`config.mk`:
```
export PLATFORM = sky130hd
export DESIGN_NAME = regfile_dump_ctrl
export DESIGN_NICKNAME = d
export VERILOG_FILES = /design/src/rtl/regfile_dump_ctrl.sv
export SDC_FILE = /design/constraint.sdc
export NUM_CORES = 1
export LEC_CHECK = 0
export ABC_AREA = 1
export CORE_AREA = 2 2 77 79
export CTS_CLUSTER_SIZE = 16
export DETAILED_ROUTE_END_ITERATION = 8
export DIE_AREA = 0 0 79 81
export PLACE_DENSITY = 0.69
export SYNTH_ARGS = -nofsm -noshare
export SYNTH_HDL_FRONTEND = slang
export SYNTH_SLANG_ARGS = --single-unit
export TNS_END_PERCENT = 100
```
`constraint.sdc`:
```
create_clock -name clk -period 4.4 [get_ports clk]
set_input_delay 0.44 -clock clk [delete_from_list [all_inputs] [get_ports clk]]
set_output_delay 0.44 -clock clk [all_outputs]
set_load 0.03 [all_outputs]
```
`src/rtl/regfile_dump_ctrl.sv`:
```
// Debug dump sequencer: stalls the pipeline, walks the register file debug port and streams
// every register as bytes to the UART TX. Define REGFILE_DUMP_CHECKSUM_EN for a trailing XOR byte.
module regfile_dump_ctrl #(
    parameter int NUM_REGS      = 32,
    parameter int DRAIN_CYCLES  = 4,
    parameter int LITTLE_ENDIAN = 1
) (
    input  logic        clk,
    input  logic        rst,
    input  logic        start,
    input  logic        abort,
    output logic        dbg_on,
    output logic [4:0]  dbg_addr,
    input  logic [31:0] dbg_data,
    output logic        stop_cpu,
    output logic [7:0]  tx_data,
    output logic        tx_valid,
    input  logic        tx_ready,
    output logic        busy,
    output logic        done
);

    localparam int             DW         = (DRAIN_CYCLES > 1) ? $clog2(DRAIN_CYCLES) : 1;
    localparam logic [DW-1:0]  DRAIN_LAST = DW'(DRAIN_CYCLES - 1);
    localparam logic [4:0]     LAST_IDX   = 5'(NUM_REGS - 1);

`ifdef REGFILE_DUMP_CHECKSUM_EN
    typedef enum logic [2:0] {IDLE, DRAIN, ADDR, CAPT, SEND, NEXT, FIN, CSUM} state_t;
`else
    typedef enum logic [2:0] {IDLE, DRAIN, ADDR, CAPT, SEND, NEXT, FIN} state_t;
`endif

    state_t          state;
    state_t          state_nxt;
    logic [DW-1:0]   drain_cnt;
    logic [4:0]      idx;
    logic [1:0]      byte_cnt;
    logic [31:0]     cap;
    logic [1:0]      byte_sel;
    logic [7:0]      cap_byte;
    logic            xfer;
`ifdef REGFILE_DUMP_CHECKSUM_EN
    logic [7:0]      csum;
`endif

    // Big-endian order walks byte lanes 3..0, i.e. the inverted counter.
    assign byte_sel = (LITTLE_ENDIAN != 0) ? byte_cnt : ~byte_cnt;
    assign cap_byte = cap[{byte_sel, 3'b000} +: 8];
    assign dbg_addr = idx;
    assign xfer     = tx_valid & tx_ready;

    always_ff @(posedge clk or posedge rst) begin
        if (rst) begin
            state <= IDLE;
        end else begin
            state <= state_nxt;
        end
    end

    always_comb begin
        state_nxt = state;
        dbg_on    = 1'b0;
        stop_cpu  = 1'b0;
        busy      = 1'b0;
        done      = 1'b0;
        tx_valid  = 1'b0;
        tx_data   = cap_byte;
        case (state)
            IDLE: begin
                if (start) state_nxt = DRAIN;
            end
            DRAIN: begin
                stop_cpu = 1'b1;
                busy     = 1'b1;
                if (drain_cnt == DRAIN_LAST) state_nxt = ADDR;
            end
            ADDR: begin
                dbg_on    = 1'b1;
                stop_cpu  = 1'b1;
                busy      = 1'b1;
                state_nxt = CAPT;
            end
            CAPT: begin
                dbg_on    = 1'b1;
                stop_cpu  = 1'b1;
                busy      = 1'b1;
                state_nxt = SEND;
            end
            SEND: begin
                dbg_on   = 1'b1;
                stop_cpu = 1'b1;
                busy     = 1'b1;
                tx_valid = 1'b1;
                if (tx_ready && byte_cnt == 2'd3) state_nxt = NEXT;
            end
            NEXT: begin
                dbg_on   = 1'b1;
                stop_cpu = 1'b1;
                busy     = 1'b1;
                if (idx == LAST_IDX) begin
`ifdef REGFILE_DUMP_CHECKSUM_EN
                    state_nxt = CSUM;
`else
                    state_nxt = FIN;
`endif
                end else begin
                    state_nxt = ADDR;
                end
            end
`ifdef REGFILE_DUMP_CHECKSUM_EN
            CSUM: begin
                dbg_on   = 1'b1;
                stop_cpu = 1'b1;
                busy     = 1'b1;
                tx_valid = 1'b1;
                tx_data  = csum;
                if (tx_ready) state_nxt = FIN;
            end
`endif
            FIN: begin
                done      = 1'b1;
                state_nxt = IDLE;
            end
            default: state_nxt = IDLE;
        endcase
        // Abort overrides everything, including a start seen in IDLE.
        if (abort) state_nxt = IDLE;
    end

    always_ff @(posedge clk or posedge rst) begin
        if (rst) begin
            drain_cnt <= '0;
            idx       <= '0;
            byte_cnt  <= '0;
            cap       <= '0;
`ifdef REGFILE_DUMP_CHECKSUM_EN
            csum      <= '0;
`endif
        end else if (abort) begin
            drain_cnt <= '0;
            byte_cnt  <= '0;
`ifdef REGFILE_DUMP_CHECKSUM_EN
            csum      <= '0;
`endif
        end else begin
            case (state)
                IDLE: begin
                    if (start) begin
                        drain_cnt <= '0;
                        idx       <= '0;
`ifdef REGFILE_DUMP_CHECKSUM_EN
                        csum      <= '0;
`endif
                    end
                end
                DRAIN: drain_cnt <= drain_cnt + DW'(1);
                CAPT: begin
                    cap      <= dbg_data;
                    byte_cnt <= '0;
                end
                SEND: begin
                    if (xfer) begin
                        byte_cnt <= byte_cnt + 2'd1;
`ifdef REGFILE_DUMP_CHECKSUM_EN
                        csum     <= csum ^ cap_byte;
`endif
                    end
                end
                NEXT: begin
                    if (idx != LAST_IDX) idx <= idx + 5'd1;
                end
                default: ;
            endcase
        end
    end

endmodule
```
# Word-level counts from Yosys, hierarchy flattened
# Cells that the tools add are included.
dict set report word_totals {
  ff_bits 44
  inputBits 37
  out_inout_bits 18
  wordCells 58
}
dict set report op_classes {
  n_addsub 3
  n_eq_ne 16
  shifts 1
  mux 19
  n_bitwise 2
  n_reduce_logical 12
}
# op n
set op_table {}
lappend op_table {{$shiftx A32 B6 Y8} 1}
lappend op_table {{$pmux W3 S6} 1}
lappend op_table {{$mux W3} 5}
lappend op_table {{$ne A3 B3 Y1 const B} 4}
lappend op_table {{$mux W5} 2}
lappend op_table {{$pmux W5 S2} 1}
lappend op_table {{$eq A3 B3 Y1 const B} 3}
lappend op_table {{$mux W2} 4}
lappend op_table {{$pmux W2 S2} 2}
lappend op_table {{$eq A3 B2 Y1 const B} 2}
lappend op_table {{$reduce_and A2 Y1} 3}
lappend op_table {{$reduce_bool A3 Y1} 2}
lappend op_table {{$add A5 B1 Y5 const B} 1}
lappend op_table {{$eq A5 B5 Y1 const B} 1}
lappend op_table {{$ne A5 B5 Y1 const B} 1}
lappend op_table {{$reduce_or A5 Y1} 1}
lappend op_table {{$add A2 B1 Y2 const B} 2}
lappend op_table {{$eq A2 B2 Y1 const B} 2}
lappend op_table {{$mux W1} 4}
lappend op_table {{$ne A2 B2 Y1 const B} 2}
lappend op_table {{$reduce_and A4 Y1} 1}
lappend op_table {{$reduce_or A4 Y1} 1}
lappend op_table {{$eq A3 B1 Y1 const B} 1}
lappend op_table {{$logic_not A3 Y1} 1}
lappend op_table {{other kinds (5)} 5}

# Logic depth before layout (Yosys ltp)
dict set report logic_depth {
  ltp_word 6
  ltp_mapped 9
  depth_no_buf 9
}

# Least setup slack after synthesis
# OpenSTA, ideal clock, no wires.
dict set report synth_path {
  path_kind {reg-to-output}
  start {register state[2]}
  end {output stop_cpu}
  t_arrival_ns 1.693
  required_time_ns 3.960
  path_slack_ns 2.267
  stages_incl_launch_ff 4
  n_path_buf 1
  cell_sequence {dfrtp_1 -> inv_2 -> a21boi_0 -> buf_4}
}
dict set report synth_via {
  elab_chain_len 3
  word_cells_on_any_way 7
  cone_classes {eq/ne (5); mux (1); reduce/logical (1)}
}
# item line
set synth_lines {}
lappend synth_lines {{from (decl)} 33} ;# state_t state;
lappend synth_lines {{from (signal assigned)} 56} ;# state <= state_nxt;
lappend synth_lines {{$eq A3 B3 Y1, or another cell as far along} --}
lappend synth_lines {{$reduce_or A5 Y1 (no line) *} --}
lappend synth_lines {{$mux W1 *} --}
lappend synth_lines {{to (decl)} 15} ;# output logic stop_cpu,
# Mark *: on every way between the ends. The rest lies on a longest branch, timed or not.

# Worst setup path in the final report
dict set report layout_path {
  start {register byte_cnt[0]}
  end {output tx_data[2]}
}
dict set report layout_via {
  elab_chain_len 1
}
# item line
set layout_lines {}
lappend layout_lines {{from (decl)} 37} ;# logic [1:0] byte_cnt;
lappend layout_lines {{from (signal assigned)} 163} ;# byte_cnt <= byte_cnt + 2'd1;
lappend layout_lines {{$shiftx A32 B6 Y8} 48} ;# assign cap_byte = cap[{byte_sel, 3'b000} +: 8];
lappend layout_lines {{to (decl)} 16} ;# output logic [7:0] tx_data,
# No other way between the ends.

==> run summary <==
The run finished with clean final reports. Of all nets on the critical path, the largest fanout is 20. The number of endpoints failing setup at the final stage was 0; the setup slack of the critical path after layout was 1.646 ns. After layout, the minimum clock period comes to 2.754 ns.

The detailed-routed wire length on met3 is 229 um, and the overall track demand over capacity in global routing is 16.87%. Relative to the synthesized area, the layout overhead comes to 29.94%. The wire length the detailed router placed on met1 is 2518 um, and the power density over cell area is 515.8 nW/um^2.

Entering global routing, the biggest net connects 65 pins. The DRC violation count after routing is 0, and the total power is 1.549 mW. Between clock sinks in the finished design, the worst skew comes to 0.006652 ns. The logs give 2 for the maximum number of buffers from clock root to sink and 1.491 nW for the leakage dissipation.

For the worst setup path, the data arrival time is 2.31 ns. Post-synthesis sequential area ratio: 47.64%. The H-tree was split into 2 levels. TritonCTS built the clock tree.

The tools report the half-perimeter wire length after placement as 3767 um. After detailed routing, the average wire length per cell comes to 12.13 um. In this run, post-CTS hold repair placed 0 buffers. The core area was 5675 um^2. For the number of nets in the synthesized netlist, the log shows 336. The fmax is 363.1 MHz.

The mapped netlist covers 2311 um^2. For this run, the detailed router's first-pass iteration total came to 5. The worst setup path is launched from a flip-flop. Buffers inserted during clock tree synthesis total 5.

The full die area was 6399 um^2. After synthesis the netlist holds a flip-flop and latch count of 44. After clock tree synthesis, the clock-pin slew on the worst setup and hold paths is 0.08 ns. The count of final hold-check violations came out at 0. For this design, the slowest cell found on the critical path is dfrtp_1. Using the TritonRoute via totals, the vias-per-cell ratio works out to 4.879.

Share of the clock period used by the worst path: 62.59%. The number of distinct standard cells referenced by the synthesized netlist is 28, and the critical path required time is 3.96 ns. Summed over all layers, the routed wires come to 5093 um. For this run, the number of Yosys warnings is 0. The floorplan step set the die height to 81 um. Before CTS, the worst setup slack after placement is 1.975 ns. IR analysis of the VDD net gives a maximum drop of 0.1685 mV.

The logs give 0 for the final number of max-transition violations and 2264 um for the routed length on met2. Synthesis produced a netlist whose cell count is 295. After global routing the overflow that remains totals 0.

Walking the worst path, the cells encountered are inv_1 > o21ai_0 > o22ai_1 > clkdlybuf4s50_1. The number of setup buffers added after CTS is 0. Post-cts repair resize count: 0.

For the number of antenna violations at the first check in global routing, the log shows 0. Ranked by total cell area, the synthesized netlist is headed by dfrtp_1 48%, nand2_1 10%, inv_1 7.8%, o21ai_1 6.9%, nor2_1 4.5%. The worst-margin pin slew was 0.6399 ns.

The highest layer touched by signal routing is met4. Of the cells placed in the final design, the portion with a size suffix greater than 1 is 6.377%. The biggest area consumer among synthesized cells is dfrtp_1. In this run the remaining antenna-violating nets after routing total 0. Element type at the critical path end: an output pin.

The width of the chip was 79 um; the via count of the first global-routing pass was 1800. The number of antenna diodes in the final layout is 0. In this run the worst hold path is classified as reg2reg. The congestion estimate from routability-driven global placement came to 0.8197. The kind of cell with the highest combined delay along the critical path is buffers and inverters.

The tools report the global-route wire length before repair as 8466 um. The initial utilization of the core area, before any placement, comes to 40.72%. The cell sitting at the root of the clock tree is a clkbuf_8. The logs give 57.34% for the remaining max-slew budget at the tightest pin and 0.4876 ns for the worst hold slack across all endpoints. The count of buffers added on input and output ports is 54. Setup repair after global routing left no endpoint under its margin. Summed over its instances, the top area cell type makes up 47.64% of the synthesized netlist area. The critical path class is reg2out. For the total number of nets in the final design, the log shows 385. For this design the top-level I/O count stands at 55. A synthesized cell averages 7.834 um^2. At the later pin of the worst-skew pair, clock insertion delay measures 0.30 ns. Across the run, the number of max-cap violations was 0. For the total clock sinks, the log shows 44. The worst path buffer plus inverter count was 2; the count of routing violations after the opening detailed-route iteration was 198.

The utilization after layout came out at 52.91%. Row generation in the floorplan step produced 28 rows. The final total negative setup slack is 0 ns, and the maximum cell stage delay along the critical path is 0.70 ns. For the total number of vias, the log shows 2049.
## sequential cells by signal, indices dropped and copies added (netlist names)
name	flops
byte_cnt	2
drain_cnt	2
cap	32
dbg_addr	5
state	3
## tightest hold or removal path: stages (launching register included)
cell	delay, ns
dfrtp_1	0.34
nand2_1	0.05
o21ai_1	0.06
## synthesized netlist by cell type, drive strengths merged
master  count
nand2      65
inv        52
o21ai      49
dfrtp      44
nor2       31
nand3      13
buf        11
o22ai       8
nand4       5
o21bai      5
ha          4
clkbuf      2
nor3        2
a21boi      1
a21oi       1
a31oi       1
nor3b       1
## routing by layer
metal  vias to the layer above  track usage (%)
li1                       1035                -
met1                       946            24.52
met2                        60            25.34
met3                         8            3.333
met4                         0            5.517
met5                         -                0
## kinds of logic after synthesis
logic type	Yosys count	share of synthesized area, %
AOI/OAI and AO/OA	65	15.21
adders and majority gates	4	2.166
buffers and inverters	65	11.64
DFF	44	47.65
and+or+nand+nor	117	23.34
## final cells by class
class                           instances  area, um^2
Inverter                               52       197.7
Timing Repair Buffer                   55       548.0
Fill cell                             563        2673
Multi-Input combinational cell        186       940.9
Clock buffer                            6       82.58
Tap cell                               75       93.84
Clock inverter                          2       38.79
Sequential cell                        44        1101
## per-stage QoR
step	std cells	instance area (um^2)
6_report	420	3003
5_1_grt	420	3003
4_1_cts	420	3003
3_5_place_dp	412	2882
3_3_place_gp	412	2882
2_1_floorplan	295	2311
## where the power goes
part,leakage [nW],internal (mW),switching [mW],total (mW)
combinational,0.855,0.242,0.336,0.579
sequential,0.575,0.539,0.107,0.646
clock,0.0614,0.186,0.139,0.324
total,1.49,0.967,0.582,1.55
## layout by cell type, fill, tap and decap left out, types with 2 or more instances in the layout
master	n
o21bai_1	5
nand3_4	2
nor3_1	2
nand3_1	10
inv_1	47
inv_2	3
clkbuf_8	6
nand2_4	2
o21ai_0	17
nand4_1	5
nand2_1	62
o22ai_1	8
nor2_4	2
ha_1	4
o21ai_1	32
nor2_1	28
clkdlybuf4s50_1	54
dfrtp_1	44
## worst paths after layout
path                             startpoint           to  slack [ns]  cells past startpoint
worst min-delay path                cap[16]      cap[16]        0.49                      2
max in group asynchronous               rst      cap[16]        3.43                      3
worst min register to register      cap[16]      cap[16]        0.49                      2
worst max register to register     state[2]       cap[0]        2.76                      4
min in group asynchronous               rst  dbg_addr[1]        0.58                      3
worst max-delay path            byte_cnt[0]   tx_data[2]        1.65                      4
(Power assumes the default switching activity.)
